File: src/rtl/fir_ctrl_pkg.sv
// Shared types and constants for the FIR coefficient loader.
// State encoding, write spacing default and coefficient counter width.
package fir_ctrl_pkg;

  localparam int WR_SPACING_DEFAULT = 5;
  localparam int MAX_COEFS          = 511;
  localparam int CNT_W              = 9;

  typedef enum logic [3:0] {
    IDLE,
    ARST,
    GET_MSB,
    GET_LSB,
    WRITE,
    GAP,
    CHK_MSB,
    CHK_LSB,
    FIN
  } state_t;

endpackage

File: src/rtl/fir_coef_loader.sv
// Loads one FIR filter's coefficient RAM from a host byte stream.
// Optional trailing host checksum check: define FIR_COEF_CHECKSUM_EN.
module fir_coef_loader
  import fir_ctrl_pkg::*;
#(
  parameter int NUM_FILTERS = 4,
  parameter int WR_SPACING  = WR_SPACING_DEFAULT
) (
  input  logic                   clk,
  input  logic                   reset_n,
  input  logic                   start,
  input  logic [NUM_FILTERS-1:0] filter_idx,
  input  logic [CNT_W-1:0]       num_coefs,
  input  logic                   abort,
  input  logic                   byte_valid,
  input  logic [7:0]             byte_data,
  output logic                   byte_ready,
  output logic                   coef_addr_rst,
  output logic                   coefficient_wr_en,
  output logic [NUM_FILTERS-1:0] coef_select,
  output logic [7:0]             coef_wr_msb_data,
  output logic [7:0]             coef_wr_lsb_data,
  output logic                   audio_mute,
  output logic                   busy,
  output logic                   done,
  output logic                   error
);

  localparam int GAP_W = $clog2(WR_SPACING);
  localparam logic [GAP_W-1:0] GAP_END =
    GAP_W'(WR_SPACING - 2);
  localparam logic [CNT_W:0] MAX_EXT =
    (CNT_W + 1)'(MAX_COEFS);
  localparam logic [NUM_FILTERS-1:0] NF =
    NUM_FILTERS'(NUM_FILTERS);

  state_t state, state_nx;

  logic [CNT_W-1:0] cnt;
  logic [CNT_W-1:0] n_coefs;
  logic [GAP_W-1:0] gap;
  logic             hs;
  logic             params_ok;
  logic             gap_last;
  logic             last;
  logic             fin;
  logic             chk_ok;
  logic             go;

`ifdef FIR_COEF_CHECKSUM_EN
  logic [15:0] sum;
  logic [7:0]  chk_hi;
  assign chk_ok = {chk_hi, byte_data} == sum;
`else
  assign chk_ok = 1'b1;
`endif

  assign hs        = byte_valid & byte_ready;
  assign gap_last  = gap == GAP_END;
  assign last      = cnt == n_coefs;
  assign go        = (state == IDLE) & start;
  assign params_ok = (num_coefs != '0)
                   & ({1'b0, num_coefs} <= MAX_EXT)
                   & (filter_idx < NF);

  always_ff @(posedge clk or negedge reset_n) begin
    if (!reset_n) state <= IDLE;
    else          state <= state_nx;
  end

  always_comb begin
    state_nx = state;
    if (abort && state != IDLE) begin
      state_nx = IDLE;
    end else begin
      unique case (state)
        IDLE:    if (start && params_ok) state_nx = ARST;
        ARST:    state_nx = GET_MSB;
        GET_MSB: if (hs) state_nx = GET_LSB;
        GET_LSB: if (hs) state_nx = WRITE;
        WRITE:   state_nx = GAP;
        GAP: begin
          if (gap_last) begin
`ifdef FIR_COEF_CHECKSUM_EN
            state_nx = last ? CHK_MSB : GET_MSB;
`else
            state_nx = last ? FIN : GET_MSB;
`endif
          end
        end
        CHK_MSB: if (hs) state_nx = CHK_LSB;
        CHK_LSB: if (hs) state_nx = chk_ok ? FIN : IDLE;
        FIN:     state_nx = IDLE;
        default: state_nx = IDLE;
      endcase
    end
  end

  always_comb begin
    byte_ready        = 1'b0;
    coef_addr_rst     = 1'b0;
    coefficient_wr_en = 1'b0;
    fin               = 1'b0;
    unique case (state)
      ARST:    coef_addr_rst = 1'b1;
      GET_MSB,
      GET_LSB,
      CHK_MSB,
      CHK_LSB: byte_ready = 1'b1;
      WRITE:   coefficient_wr_en = 1'b1;
      FIN:     fin = 1'b1;
      default: ;
    endcase
  end

  assign busy       = state != IDLE;
  assign audio_mute = busy;
  // an abort landing on FIN still counts as a cancelled load
  assign done       = fin & ~abort;

  always_ff @(posedge clk or negedge reset_n) begin
    if (!reset_n) begin
      cnt              <= '0;
      n_coefs          <= '0;
      gap              <= '0;
      coef_select      <= '0;
      coef_wr_msb_data <= '0;
      coef_wr_lsb_data <= '0;
      error            <= 1'b0;
`ifdef FIR_COEF_CHECKSUM_EN
      sum              <= '0;
      chk_hi           <= '0;
`endif
    end else begin
      if (go) begin
        error <= ~params_ok;
        cnt   <= '0;
`ifdef FIR_COEF_CHECKSUM_EN
        sum   <= '0;
`endif
        if (params_ok) begin
          n_coefs     <= num_coefs;
          coef_select <= filter_idx;
        end
      end
      if (state == GET_MSB && hs)
        coef_wr_msb_data <= byte_data;
      if (state == GET_LSB && hs)
        coef_wr_lsb_data <= byte_data;
      if (state == WRITE) begin
        cnt <= cnt + CNT_W'(1);
`ifdef FIR_COEF_CHECKSUM_EN
        sum <= sum + {coef_wr_msb_data,
                      coef_wr_lsb_data};
`endif
      end
      gap <= (state == GAP) ? gap + GAP_W'(1) : '0;
`ifdef FIR_COEF_CHECKSUM_EN
      if (state == CHK_MSB && hs)
        chk_hi <= byte_data;
`endif
      if (state == CHK_LSB && hs && !chk_ok)
        error <= 1'b1;
      if (abort && state != IDLE)
        error <= 1'b1;
    end
  end

endmodule

File: config.mk
export PLATFORM = sky130hd
export DESIGN_NAME = fir_coef_loader
export DESIGN_NICKNAME = d
export VERILOG_FILES = /design/src/rtl/fir_ctrl_pkg.sv /design/src/rtl/fir_coef_loader.sv
export SDC_FILE = /design/constraint.sdc
export NUM_CORES = 1
export LEC_CHECK = 0
export CORE_MARGIN = 10
export CORE_UTILIZATION = 44
export CTS_CLUSTER_SIZE = 20
export DETAILED_ROUTE_END_ITERATION = 6
export GPL_TIMING_DRIVEN = 0
export PLACE_DENSITY = 0.75
export SETUP_SLACK_MARGIN = 0.4
export SYNTH_ARGS = -nofsm -noshare
export SYNTH_HDL_FRONTEND = slang
export SYNTH_SLANG_ARGS = --single-unit
File: constraint.sdc
create_clock -name clk -period 1.91 [get_ports clk]
set_clock_uncertainty 0.1 [all_clocks]
set_input_delay 0.191 -clock clk [delete_from_list [all_inputs] [get_ports clk]]
set_output_delay 0.191 -clock clk [all_outputs]
set_load 0.05 [all_outputs]
-- Word level (Yosys, flattened, before mapping)
Index checks and enable logic that the tools add are counted.
- register bits: 46
- input port bits: 26
- output and inout bits: 27
- word-level logic and storage cells: 63
- add/subtract/negate cells: 2
- $lt $le $gt $ge: 1
- eq/ne operators: 16
- multiplexer cells: 18
- bitwise logic cells: 6
- reductions and logical operators: 12
- operator list (operator ; number):
    4-bit 2-to-1 mux ; 8
    4-bit one-hot mux with 8 select lines ; 1
    9-bit 2-to-1 mux ; 2
    4-bit by 3-bit equality test with 1-bit output, second input constant ; 4
    3-bit inequality test, second input constant ; 5
    9-bit by 1-bit adder with 9-bit output, second input constant ; 1
    9-bit equality test ; 1
    9-bit nonzero test ; 1
    4-bit by 2-bit equality test with 1-bit output, second input constant ; 2
    1-bit 2-to-1 mux ; 6
    6-bit AND reduction ; 1
    1-bit bitwise AND ; 4
    4-bit by 1-bit equality test with 1-bit output, second input constant ; 1
    4-bit equality test, second input constant ; 1
    1-bit logical AND ; 4
    4-bit zero test ; 1
    4-bit by 3-bit less-than comparator with 1-bit output, second input constant ; 1
    2-bit nonzero test ; 2
    4-bit nonzero test ; 1
    4-bit OR reduction ; 1
    3-bit by 1-bit adder with 3-bit output, second input constant ; 1
    3-bit by 2-bit equality test with 1-bit output, second input constant ; 1
    3-bit 2-to-1 mux ; 1
    3-bit by 1-bit inequality test with 1-bit output, second input constant ; 1
    other kinds (2) ; 3

-- Logic depth before layout (Yosys ltp)
- depth in word-level cells: 7
- mapped depth: 7
- depth with buffers taken out: 6

-- Worst setup path before layout
OpenSTA, ideal clock, no wires.
- path kind: register to output
- from: register state[0]
- to: output port coef_addr_rst
- data arrival time: 2128 ps
- data required time: 1619 ps
- path slack: -509 ps
- stages on the path, launching flop included: 4
- buffers on the path: 1
- path through: dfrtp_1 buf_2 inv_1 nor4_1
- longest elaborated chain between the ends: 2
- ends and longest elaborated chain (element ; line ; text):
    start: declaration ; fir_coef_loader.sv:37 ; state_t state, state_nx;
    start signal: assignment ; fir_coef_loader.sv:68 ; else state <= state_nx;
    4-bit by 1-bit equality test with 1-bit output ; fir_coef_loader.sv:104 ; unique case (state)
    1-bit 2-to-1 mux ; fir_coef_loader.sv:104 ;
    end: declaration ; fir_coef_loader.sv:18 ; output logic coef_addr_rst,
Every way passes these cells.

-- Final worst setup path
- from: register state[1]
- to: output port coefficient_wr_en
- longest elaborated chain between the ends: 2
- ends and longest elaborated chain (element ; line ; text):
    4-bit by 3-bit equality test with 1-bit output ; fir_coef_loader.sv:104 ;
    1-bit 2-to-1 mux ; fir_coef_loader.sv:104 ;
    end: declaration ; fir_coef_loader.sv:19 ; output logic coefficient_wr_en,
Every way passes these cells.

==> results.json <==
{
  "numCtsBuffers": 5,
  "min_path_type": "primary input to async pin",
  "synth_area_sq_um": 2210,
  "fin_crit_sh": 1.01,
  "drt-initial-drc-count": 71,
  "cts_tree": "yes",
  "placed_area_sq_um": 2950,
  "rsz0062_at_grt": "true",
  "dieHeight_um": 90.9,
  "row_count": 25,
  "start_util": 0.462,
  "yosysSeqAreaShare": 0.521,
  "grt_pass1_wl_um": 9680,
  "grt_overflow": 0,
  "relSlewSlack": 0.669,
  "grt_usage": 0.143,
  "setup_viol": 1,
  "period_needed_ns": 1.93,
  "whs_ns": 0.219,
  "fin_nets": 298,
  "path_clk_slew_ns": 0.10,
  "portBuffers": 52,
  "grt_start_max_net_pins": 33,
  "fillers": 333,
  "grt_pass1_vias": 1900,
  "worst_pin_slew_ns": 0.498,
  "seq_area_sq_um": 1150,
  "yosysTopAreaCellShare": 0.521,
  "layout-drive-gt1-share": 0.463,
  "die_x_um": 90.9,
  "antenna_found_initial": 0,
  "synth_area_per_cell_sq_um": 12.1,
  "die-area_sq_um": 8260,
  "synth_cell_types": 45,
  "synthTopCellsByArea": "dfrtp_1, mux2_2, xnor2_1, nand2_1, o21ai_0",
  "arrival_ns": 1.64,
  "syn_inst": 183,
  "htreeDepth": 2,
  "stdcell_area_sq_um": 3440,
  "power_leakage_nw": 1.55,
  "fmax_ghz": 0.519,
  "start_kind": "flop",
  "critPathMaxFanout": 4,
  "post-synth-top-count-cell": "dfrtp_1",
  "vias_per_cell": 5.24,
  "clk_path_buf_depth": 2,
  "dpl_worst_slack_ns": -0.436,
  "drv_slew": 0,
  "setup_slack_ns": -0.0176,
  "powerDensity_nw_per_um2": 1520,
  "yosys.area.top_type": "dfrtp_1",
  "synth_warnings": 0,
  "area_growth_syn_to_layout_pct": 55.7,
  "stdcell_count": 337,
  "crit_type": "flop to output port",
  "vias": 1766,
  "async_flop_share": 1.00,
  "clock_insertion_delay_worst_skew_ns": 0.30,
  "ios": 53,
  "syn-num-nets": 212,
  "maxCapViolations": 0,
  "dr.pass1.iters": 4,
  "wl_per_cell_um": 17.6,
  "violations": "setup timing",
  "vdd_drop_max_mv": 1.31,
  "hold_viol": 0,
  "drc": 0,
  "synth_ff_type": "dfrtp_1",
  "cp.required_ns": 1.62,
  "cts.root.buffer_cell": "clkbuf_8",
  "synth-edff-count": 0,
  "diodes": 0,
  "numClockSinks": 46,
  "yosys-top-cells-count": "dfrtp_1, mux2_2, nand2_1",
  "gp_congestion": 0.787,
  "setup.worst_path.end_class": "output port",
  "ant_nets": 0,
  "fp.coreArea_sq_um": 4790,
  "dpl.hpwl_um": 3970,
  "drt_wl_total_um": 5930,
  "multi_input_area_sq_um": 1180,
  "status": "finished with violations",
  "dp.cells": 303,
  "synth_seq_cells": 46
}
path summary, 6_finish.rpt:
kind / from / to / depth (start not counted) / slack (ns)
worst max register to register: state[0] / state[1] / 7 / 0.02
min in group clk: gap[0] / gap[0] / 1 / 0.33
worst min-delay path: reset_n / coef_wr_lsb_data[0] / 2 / 0.22
worst max-delay path: state[1] / coefficient_wr_en / 5 / -0.02
worst min register to register: gap[0] / gap[0] / 1 / 0.33
max in group asynchronous: reset_n / gap[0] / 3 / 1.00
report_power, final:
group          switching [mW]  internal, mW  leakage (nW)
logic                    1.69          1.41         0.921
registers               0.221          1.30         0.585
clock network           0.358         0.265        0.0447
total                    2.27          2.97          1.55
critical path, stage by stage, from the launching register on:
cell	delay [ns]
dfrtp_1	0.38
buf_6	0.12
or4b_4	0.50
buf_6	0.15
clkinv_8	0.05
buf_12	0.12
metal layers:
layer / GRT usage / vias up / wire [um]
met3: 0.0615 / 6 / 415
met2: 0.230 / 46 / 2920
met5: 0 / - / 0
met4: 0.0366 / 0 / 53
li1: - / 832 / -
met1: 0.172 / 882 / 2540
flip-flops by register name, indices dropped and copies added (netlist names):
register	count
coef_wr_msb_data	8
n_coefs	9
error	1
cnt	9
coef_wr_lsb_data	8
gap	3
state	4
coef_select	4
metrics by stage:
| step | power (mW) | util | TNS, ns |
|---|---|---|---|
| CTS | 5.14 | 0.705 | -0.0345 |
| floorplan | 3.31 | - | 0 |
| finish | 5.24 | 0.719 | -0.0176 |
| global placement | 4.06 | 0.612 | -36.90 |
| detailed placement | 4.11 | 0.615 | -3.88 |
| global route | 5.49 | 0.719 | -0.449 |
area by class of cell:
class | count | share of cell area
buffer | 9 | 0.0305
clock buffer | 5 | 0.0200
clock inverter | 3 | 0.00727
inverter | 5 | 0.0153
multi-input combinational | 123 | 0.342
sequential | 46 | 0.334
tap | 67 | 0.0244
timing repair buffer | 79 | 0.226
cell families (layout without fill, tap and decap cells):
group                      Yosys count  after routing  share of synthesized area
and+or+nand+nor                     55             55                      0.156
DFF                                 46             46                      0.521
muxes                               29             29                      0.147
AOI/OAI and AO/OA                   27             27                     0.0832
buffers and inverters               14            101                     0.0407
xor gates and xnor gates             9              9                     0.0357
adders and majority gates            3              3                     0.0170
layout by cell type, fill, tap and decap left out, types with 6 or more instances in the layout:
| cell | synthesis | routed |
|---|---|---|
| o21ai_1 | 0 | 8 |
| clkbuf_8 | 0 | 6 |
| clkdlybuf4s50_1 | 0 | 24 |
| buf_6 | 2 | 20 |
| nor2_1 | 8 | 6 |
| xnor2_1 | 9 | 9 |
| mux2_4 | 0 | 21 |
| clkbuf_2 | 0 | 12 |
| mux2_2 | 27 | 6 |
| clkdlybuf4s15_1 | 0 | 9 |
| buf_4 | 1 | 11 |
| nand2_1 | 14 | 10 |
| dfrtp_1 | 46 | 46 |
what timing repair did:
item | in CTS | in global routing
hold buffers | 1 | 0
cloned | 1 | 0
pin swaps | 14 | 11
buffers inserted | 16 | 8
endpoints found under the setup margin | 70 | 70
gates resized for setup | 124 | 41
endpoints found under the hold margin | 14 | 0
(Power assumes the default switching activity.)
